$ cat src/rtl/mmio_pkg.sv
// mmio_pkg: shared constants and types for the memory-mapped I/O port.
//   Address defaults for the hex, LED, button, switch and blank registers.
//   Widths: NUM_BTN, NUM_SW, DATA_W, ADDR_W.
//   btn_vec_t / sw_vec_t: per-button / per-switch bit vectors.
//   reg_sel_t: decoded register selector used by the read mux and write enables.
package mmio_pkg;

  localparam int unsigned NUM_BTN = 3;
  localparam int unsigned NUM_SW  = 10;
  localparam int unsigned DATA_W  = 16;
  localparam int unsigned ADDR_W  = 15;

  localparam logic [ADDR_W-1:0] HEX_ADDR_DEF   = 15'h6001;
  localparam logic [ADDR_W-1:0] LED_ADDR_DEF   = 15'h6002;
  localparam logic [ADDR_W-1:0] BTN_ADDR_DEF   = 15'h6003;
  localparam logic [ADDR_W-1:0] SW_ADDR_DEF    = 15'h6004;
  localparam logic [ADDR_W-1:0] BLANK_ADDR_DEF = 15'h6005;

  typedef logic [NUM_BTN-1:0] btn_vec_t;
  typedef logic [NUM_SW-1:0]  sw_vec_t;

  typedef enum logic [2:0] {
    SEL_NONE,
    SEL_HEX,
    SEL_LED,
    SEL_BTN,
    SEL_SW,
    SEL_BLANK
  } reg_sel_t;

endpackage

$ cat src/rtl/mmio_io_port_btn_debounce.sv
// btn_debounce: 2-flop synchroniser plus counter debounce for one
// active-low push-button.
//   clk, reset  : system clock, synchronous active-high reset
//   raw_n       : raw asynchronous button input, low = pressed
//   level       : debounced level, 1 = pressed
//   rise_pulse  : high for the single cycle whose clock edge takes level 0->1
module btn_debounce #(
  parameter int unsigned DEBOUNCE_CYCLES = 500000
) (
  input  logic clk,
  input  logic reset,
  input  logic raw_n,
  output logic level,
  output logic rise_pulse
);

  localparam int unsigned CNT_W = $clog2(DEBOUNCE_CYCLES);
  localparam logic [CNT_W-1:0] CNT_LAST = CNT_W'(DEBOUNCE_CYCLES - 1);

  logic [1:0]       r_sync;
  logic             r_level;
  logic [CNT_W-1:0] r_cnt;

  logic w_pressed;
  logic w_diff;
  logic w_accept;

  assign w_pressed = ~r_sync[1];
  assign w_diff    = (w_pressed != r_level);
  // Accept on the edge that completes DEBOUNCE_CYCLES consecutive differing samples.
  assign w_accept  = w_diff && (r_cnt == CNT_LAST);

  always_ff @(posedge clk) begin
    if (reset) begin
      r_sync  <= '1;
      r_level <= 1'b0;
      r_cnt   <= '0;
    end else begin
      r_sync <= {r_sync[0], raw_n};
      if (!w_diff) begin
        r_cnt <= '0;
      end else if (w_accept) begin
        r_level <= w_pressed;
        r_cnt   <= '0;
      end else begin
        r_cnt <= r_cnt + 1'b1;
      end
    end
  end

  assign level      = r_level;
  assign rise_pulse = w_accept & w_pressed;

endmodule

$ cat src/rtl/mmio_io_port.sv
// mmio_io_port: memory-mapped I/O peripheral on the CPU data-memory port.
//   clk, reset : system clock, synchronous active-high reset
//   addr_m     : CPU data address
//   out_m      : CPU write data
//   write_m    : CPU write strobe
//   in_m       : combinational read data for the addressed register, 0 if unmatched
//   btn        : raw push-buttons, active-low, asynchronous
//   sw         : raw slide switches, asynchronous
//   hex_value  : 16-bit value for the four hex digit decoders
//   led        : LED drive
//   hex_blank  : per-digit blank mask
// Optional feature macro HEX_BLANK_EN adds a writable blank-mask register at
// HEX_ADDR+4; without it hex_blank is tied low and that address is unmatched.
module mmio_io_port
  import mmio_pkg::*;
#(
  parameter int unsigned        DEBOUNCE_CYCLES = 500000,
  parameter logic [ADDR_W-1:0]  HEX_ADDR        = HEX_ADDR_DEF,
  parameter logic [ADDR_W-1:0]  LED_ADDR        = LED_ADDR_DEF,
  parameter logic [ADDR_W-1:0]  BTN_ADDR        = BTN_ADDR_DEF,
  parameter logic [ADDR_W-1:0]  SW_ADDR         = SW_ADDR_DEF
) (
  input  logic              clk,
  input  logic              reset,
  input  logic [14:0]       addr_m,
  input  logic [15:0]       out_m,
  input  logic              write_m,
  output logic [15:0]       in_m,
  input  logic [2:0]        btn,
  input  logic [9:0]        sw,
  output logic [15:0]       hex_value,
  output logic [9:0]        led,
  output logic [3:0]        hex_blank
);

`ifdef HEX_BLANK_EN
  localparam logic [ADDR_W-1:0] BLANK_ADDR = HEX_ADDR + 15'd4;
`endif

  logic [DATA_W-1:0] r_hex;
  logic [NUM_SW-1:0] r_led;
  btn_vec_t          r_sticky;
  sw_vec_t           r_sw_meta;
  sw_vec_t           r_sw_sync;

  btn_vec_t          w_level;
  btn_vec_t          w_rise;
  btn_vec_t          w_clr;
  reg_sel_t          w_sel;
  logic [3:0]        w_blank;

  for (genvar g = 0; g < NUM_BTN; g++) begin : g_btn
    btn_debounce #(
      .DEBOUNCE_CYCLES(DEBOUNCE_CYCLES)
    ) u_debounce (
      .clk        (clk),
      .reset      (reset),
      .raw_n      (btn[g]),
      .level      (w_level[g]),
      .rise_pulse (w_rise[g])
    );
  end

  always_comb begin
    w_sel = SEL_NONE;
    if (addr_m == HEX_ADDR)      w_sel = SEL_HEX;
    else if (addr_m == LED_ADDR) w_sel = SEL_LED;
    else if (addr_m == BTN_ADDR) w_sel = SEL_BTN;
    else if (addr_m == SW_ADDR)  w_sel = SEL_SW;
`ifdef HEX_BLANK_EN
    else if (addr_m == BLANK_ADDR) w_sel = SEL_BLANK;
`endif
  end

  assign w_clr = (write_m && (w_sel == SEL_BTN)) ? out_m[NUM_BTN-1:0] : '0;

  always_ff @(posedge clk) begin
    if (reset) begin
      r_hex     <= '0;
      r_led     <= '0;
      r_sticky  <= '0;
      r_sw_meta <= '0;
      r_sw_sync <= '0;
    end else begin
      r_sw_meta <= sw;
      r_sw_sync <= r_sw_meta;
      if (write_m && (w_sel == SEL_HEX)) r_hex <= out_m;
      if (write_m && (w_sel == SEL_LED)) r_led <= out_m[NUM_SW-1:0];
      // Set is OR'd in after the clear so a same-cycle rise wins over W1C.
      r_sticky <= (r_sticky & ~w_clr) | w_rise;
    end
  end

`ifdef HEX_BLANK_EN
  logic [3:0] r_blank;

  always_ff @(posedge clk) begin
    if (reset) begin
      r_blank <= '0;
    end else if (write_m && (w_sel == SEL_BLANK)) begin
      r_blank <= out_m[3:0];
    end
  end

  assign w_blank = r_blank;
`else
  assign w_blank = '0;
`endif

  always_comb begin
    in_m = '0;
    case (w_sel)
      SEL_HEX:   in_m = r_hex;
      SEL_LED:   in_m = {6'b0, r_led};
      SEL_BTN:   in_m = {10'b0, r_sticky, w_level};
      SEL_SW:    in_m = {6'b0, r_sw_sync};
      SEL_BLANK: in_m = {12'b0, w_blank};
      default:   in_m = '0;
    endcase
  end

  assign hex_value = r_hex;
  assign led       = r_led;
  assign hex_blank = w_blank;

endmodule

$ cat config.mk
export PLATFORM = sky130hd
export DESIGN_NAME = mmio_io_port
export DESIGN_NICKNAME = d
export VERILOG_FILES = /design/src/rtl/mmio_pkg.sv /design/src/rtl/mmio_io_port_btn_debounce.sv /design/src/rtl/mmio_io_port.sv
export SDC_FILE = /design/constraint.sdc
export NUM_CORES = 1
export LEC_CHECK = 0
export CAP_MARGIN = 30
export CORE_UTILIZATION = 42
export DETAILED_ROUTE_END_ITERATION = 8
export DONT_BUFFER_PORTS = 1
export HOLD_SLACK_MARGIN = 0.05
export SYNTH_ARGS = -nofsm -noshare
export SYNTH_HDL_FRONTEND = slang
export SYNTH_HIERARCHICAL = 1
export SYNTH_SLANG_ARGS = --single-unit
$ cat constraint.sdc
create_clock -name clk -period 2.1 [get_ports clk]
set_input_delay 0.42 -clock clk [delete_from_list [all_inputs] [get_ports clk]]
set_output_delay 0.42 -clock clk [all_outputs]
set_load 0.05 [all_outputs]
==> results of run 1 <==
-- placed cells by master (no fill, tap or decap), types with 4 or more instances in the layout --
| master | n |
|---|---|
| nor3_2 | 6 |
| nor3_1 | 12 |
| and2_4 | 6 |
| a21oi_1 | 6 |
| mux2i_1 | 32 |
| a22oi_1 | 10 |
| nand4_4 | 5 |
| nand2_1 | 22 |
| nor2b_1 | 23 |
| and3_1 | 9 |
| clkbuf_8 | 4 |
| conb_1 | 4 |
| inv_1 | 12 |
| clkinv_2 | 4 |
| nor4_1 | 12 |
| dfxtp_1 | 115 |
| clkbuf_16 | 17 |
| buf_4 | 48 |
| nor2_1 | 87 |
| o22ai_4 | 6 |
| buf_12 | 8 |
| or2_2 | 6 |
| nand3_1 | 21 |
| nand4_1 | 20 |
| xor2_1 | 18 |
| xnor2_1 | 30 |
-- flip-flops by register name, indices dropped and copies added (netlist names) --
signal / count
g_btn.u_debounce/r_sync: 6
r_sw_meta: 10
led: 10
r_sticky: 3
r_sw_sync: 10
g_btn.u_debounce/level: 3
hex_value: 16
g_btn.u_debounce/r_cnt: 57
-- layout make-up --
cell class / instances / area share
flip-flops and latches: 115 / 0.352
multi-input cells: 395 / 0.439
repair buffers: 59 / 0.0846
clock inverters: 9 / 0.0157
clock buffers: 23 / 0.0745
well taps: 147 / 0.0281
inverters: 12 / 0.00688
-- worst reg2reg max path, cell delays in order (launching register included) --
cell and delay (ns):
dfxtp_1 0.39, ha_1 0.27, and4_2 0.30, and4_1 0.22, nand3_1 0.13, nor3_2 0.17
inv_1 0.06, a311oi_1 0.23
-- logic make-up after synthesis --
kind of cell,Yosys count
xor+xnor,48
mux,32
simple gates,267
compound gates,41
flops,115
fa+ha+maj,3
buf+inv,39
other cells,1
-- per-stage QoR --
stage               setup slack (ns)  setup TNS [ns]  power [uW]
floorplan                     -0.194          -0.640        2350
global placement              0.0344               0        2350
detailed placement            0.0233               0        2350
CTS                           0.0230               0        5200
global route                 -0.0234         -0.0234        5300
finish                        0.0280               0        5140
-- routing by layer --
layer	part of all wire	track usage	up-vias
met5	0	0	-
met4	0.017	0.0763	0
met3	0.046	0.0589	19
met2	0.51	0.333	77
met1	0.43	0.221	1885
li1	-	-	2025
-- power groups by stage --
stage               clock (uW)  combinational (uW)  sequential [uW]
finish                    2830                91.0             2220
floorplan                    0                93.0             2260
CTS                       2890                91.3             2220
global route              2990                99.4             2220
detailed placement           0                91.1             2260
global placement             0                88.9             2260
-- what timing repair did --
item / in CTS / in global routing
endpoints found under the setup margin: 0 / 11
buffers inserted: 0 / 2
resized for setup: 0 / 7
-- worst min-delay path by stage --
| stage | from | endpoint | depth (start not counted) |
|---|---|---|---|
| 2_1_floorplan | g_btn[0].u_debounce/r_sync[0] | g_btn[0].u_debounce/r_sync[1] | 1 |
| 3_3_place_gp | g_btn[2].u_debounce/r_sync[0] | g_btn[2].u_debounce/r_sync[1] | 1 |
| 3_5_place_dp | g_btn[0].u_debounce/r_sync[0] | g_btn[0].u_debounce/r_sync[1] | 1 |
| 4_1_cts | reset | r_sw_meta[7] | 1 |
| 5_1_grt | reset | r_sw_meta[1] | 1 |
| 6_report | reset | r_sw_meta[1] | 1 |
-- cell usage after synthesis, types with 12 or more instances --
master and instances:
nand3_1 21, clkbuf_1 13, dfxtp_1 115, nor4_1 12
inv_1 12, mux2i_1 32, nand4_1 20, nor2b_1 23
nor2_1 87, xor2_1 18, xnor2_1 30, nor3_1 15
nand2_1 22
==> flow_summary.toml, run 1 <==
[finish]
fin_cells = 760
seqCellArea_sq_um = 2300
nNetsFinal = 650
multi_input_area_sq_um = 2870
drive_gt1_frac = 0.235
fillCellCount = 1047
finalCoreUtilization = 0.545
syn_to_final_growth_pct = 26.8
final_area_sq_um = 6550
diodes = 0

[placed_design]
dpl.hpwl_um = 8380
place.gp.congestion = 0.834
port_buffers = 0
postPlaceCellArea_sq_um = 5910
placed_cells = 726

[clock_tree]
ctsLongestPathBuffers = 2
cts_max_level = 4
clk_pin_slew_ns = 0.05
hold_buffers = 0
clock_latency_ns = 0.41
numCtsBuffers = 17
clock_sinks = 115
root_buffer = "clkbuf_16"
cts_tree = "yes"

[critical_path]
worstPathCellList = "nor4b_4, buf_4, nand4_4, or3b_4, o21ai_4, buf_12"
rr_worst_depth = 7
cp.arrival_ns = 1.65
worstSetupPathType = "primary input to primary output"
cpLargestDelayFamily = "simple AND/OR/NAND/NOR gates"
r2r-start = "g_btn[2].u_debounce/r_cnt[1]"
reg2reg_slack_ns = 0.24
r2r_end = "r_sticky[2]"
cp-startpoint = "addr_m[7]"
crit_slowest_cell = "or3b_4"
end_kind = "primary output"
slowest_delay_ns = 0.41
cp.depth = 6
required_ns = 1.68
path_buf_inv = 2
critPathCapture = "in_m[6]"
start_kind = "primary input"
cp_max_fo = 4

[sta]
hold_viol = 0
clock-skew-final_ns = 0.00862
post-route-period-util = 0.987
max_freq_mhz = 483
timing.hold.ws_ns = 0.0788
drv_slew = 0
setup_viol = 0
rsz0062_at_grt = "true"
layout_min_cycle_time_ns = 2.07

[logic_synthesis]
synth_top_family_by_area = "simple AND/OR/NAND/NOR gates"
synthMuxAreaShare = 0.0620
yosys.area.top_type = "dfxtp_1"
synthSimpleGateAreaFrac = 0.309
ys_seq_area_frac = 0.446
avgSynthCellArea_sq_um = 9.46
synthXorXnorAreaFrac = 0.0814
synthesis.area_sq_um = 5160
synth_fa_ha_area_frac = 0.00727
syn-instance-count = 546
synth_ff_type = "dfxtp_1"
yosys_register_bits = 115
synth_top_area_share = 0.446
yosysWarnings = 6
async_flop_share = 0
ys_types = 50
synth-edff-count = 0
synth_compound_area_frac = 0.0577
synthTopCellsByArea = "dfxtp_1, nor2_1, mux2i_1"

[floorplanning]
coreArea_sq_um = 12000
dieArea_sq_um = 12700
dieWidth_um = 113
num_rows = 40
initial_core_util = 0.430
die_y_um = 113
ios = 93

[detailed_routing]
ant_nets = 0
drcViolationCount = 0
via_per_inst = 5.27
wl_per_cell_um = 15.3
num_vias = 4006
drt_iter0_drc = 185
drt-total-wl_um = 11600
first_pass_iters = 4

[global_routing]
grt_max_degree = 62
grt_pass1_wl_um = 19200
track_usage = 0.192
grt_pass1_vias = 3925
antenna_found_initial = 0
grt_overflow_total = 0

[run_status]
status = "completed"

[pwr]
p_int_uw = 4110
p_comb_frac = 0.018
p_per_area_nw_per_um2 = 785
power_leakage_uw = 0.00245
p_sw_uw = 1030
sw_frac_of_total = 0.200
p_clk_frac = 0.551
power_frac_seq = 0.432
peakVddDrop_uv = 992

[hold_path]
holdCritPathClass = "primary input to flop"

[run]
maxCapViolCount = 0
Note: power is estimated with default switching activity, not from simulation.
==> run 2: changes to the inputs <==
--- a/config.mk
+++ b/config.mk
@@ -6,6 +6,7 @@
 export NUM_CORES = 1
 export LEC_CHECK = 0
 export CAP_MARGIN = 30
+export CORE_ASPECT_RATIO = 0.75
 export CORE_UTILIZATION = 42
 export DETAILED_ROUTE_END_ITERATION = 8
 export DONT_BUFFER_PORTS = 1
==> run 2 against run 1 <==
The run now ends with setup timing left. Worst setup slack got worse by 0.066 ns. Wire length shrank 0.31%. Clock skew barely moved. Hold slack got worse by 0.0013 ns. Clock power barely moved. Power rose by 0.17%. Non-clock buffer count grew 4. Critical path type unchanged. Largest cell class unchanged.
==> flow_summary.toml, run 2 (same netlist as run 1, synthesis figures left out) <==
[run_status]
status = "finished with violations"
violations = "setup timing"

[hold_path]
holdCritPathClass = "primary input to flop"
hold_depth = 1
hold-path-endpoint = "r_sw_meta[2]"
hp-start = "reset"

[clock_tree]
ctsLongestPathBuffers = 2
clk_pin_slew_ns = 0.06
numCtsBuffers = 17
root_buffer = "clkbuf_16"
hold_buffers = 0
cts_max_level = 4
clock_latency_ns = 0.41
clock_sinks = 115
cts_tree = "yes"

[critical_path]
worstPathCellList = "nor4_4, buf_4, nand4_4, or3b_4, o21ai_4, buf_12"
crit_slowest_cell = "or3b_4"
rr_worst_depth = 7
worstSetupPathType = "primary input to primary output"
r2r_end = "r_sticky[0]"
cpLargestDelayFamily = "simple AND/OR/NAND/NOR gates"
cp.arrival_ns = 1.72
end_kind = "primary output"
start_kind = "primary input"
required_ns = 1.68
r2r-start = "g_btn[0].u_debounce/r_cnt[1]"
path_buf_inv = 2
reg2reg_slack_ns = 0.24
slowest_delay_ns = 0.41
cp_max_fo = 3

[detailed_routing]
first_pass_iters = 5
wl_per_cell_um = 14.9
via_per_inst = 5.17
num_vias = 4036
drcViolationCount = 0
drt-total-wl_um = 11600
ant_nets = 0
drt_iter0_drc = 153

[floorplanning]
dieArea_sq_um = 12700
num_rows = 34
ios = 93
coreArea_sq_um = 11800
initial_core_util = 0.438
die_y_um = 98.0
dieWidth_um = 130

[pwr]
p_total_uw = 5150
p_per_area_nw_per_um2 = 778
peakVddDrop_uv = 608
power_leakage_uw = 0.00248

[sta]
layout_min_cycle_time_ns = 2.14
timing.final.ws_setup_ns = -0.0382
max_freq_mhz = 468
clock-skew-final_ns = 0.00813
tns_ns = -0.0382
setup_viol = 1
drv_slew = 0
rsz0062_at_grt = "true"
hold_viol = 0
post-route-period-util = 1.02

[run]
maxCapViolCount = 0

[finish]
finalCoreUtilization = 0.562
syn_to_final_growth_pct = 28.2
final_area_sq_um = 6620
layout_common_cells = "dfxtp_1, nor2_1, buf_4"
top_register = "g_btn.u_debounce/r_cnt"
drive_gt1_frac = 0.243
final_common_cell = "dfxtp_1"
largest_reg_flops = 57
nNetsFinal = 654

[placed_design]
postPlaceCellArea_sq_um = 5960
port_buffers = 0
dpl.hpwl_um = 8280
place.gp.congestion = 0.812

[global_routing]
grt_pass1_vias = 3987
grt_max_degree = 62
grt_overflow_total = 0
antenna_found_initial = 1
track_usage = 0.197
grt_pass1_wl_um = 19500
[run 2: what timing repair did]
item,4_1_cts,5_1_grt
pin swaps,2,3
hold endpoints to repair,0,0
resized for setup,8,4
setup buffers,3,0
setup endpoints to repair,16,14
[run 2: how the worst max path moves through the flow]
stage | from | endpoint | cells past startpoint
after CTS | addr_m[8] | in_m[6] | 6
after global placement | addr_m[5] | in_m[9] | 6
after floorplan | addr_m[5] | in_m[6] | 4
after global routing | addr_m[6] | in_m[6] | 6
after detailed placement | addr_m[5] | in_m[8] | 6
final | addr_m[6] | in_m[6] | 6
[run 2: layout make-up]
class | count | area, sq um
sequential | 115 | 2300
timing repair buffer | 63 | 603
inverter | 12 | 45.0
fill | 1036 | 5160
tap | 162 | 203
multi-input combinational | 395 | 2870
clock buffer | 18 | 439
clock inverter | 14 | 153
antenna | 1 | 2.50
[run 2: worst reg2reg max path: stages (launching register included)]
cell and delay, ns:
dfxtp_1 0.39, ha_1 0.20, and4_2 0.28, and4_1 0.23, nand3_1 0.13, nor3_1 0.23, inv_1 0.07, a311oi_1 0.24
[run 2: report_power, final]
group	internal (uW)	switching [uW]	leakage, uW
combinational	41.5	49.3	0.00126
clock	1790	1050	0.000291
sequential	2210	8.13	0.000932
[run 2: routing by layer]
layer	share of wire	track usage	up-vias	wire (um)
li1	-	-	2034	-
met1	0.48	0.259	1902	5510
met4	0.016	0.0930	0	191
met5	0	0	-	0
met2	0.46	0.296	83	5300
met3	0.051	0.0575	17	591
[run 2: stage by stage]
stage / worst slack, ns / instances / hold WS, ns
detailed placement: -0.0966 / 744 / 0.394
floorplan: -0.194 / 549 / 0.389
finish: -0.0382 / 780 / 0.0775
CTS: -0.0498 / 779 / 0.0639
global route: -0.0984 / 780 / 0.0613
global placement: -0.0758 / 744 / 0.394
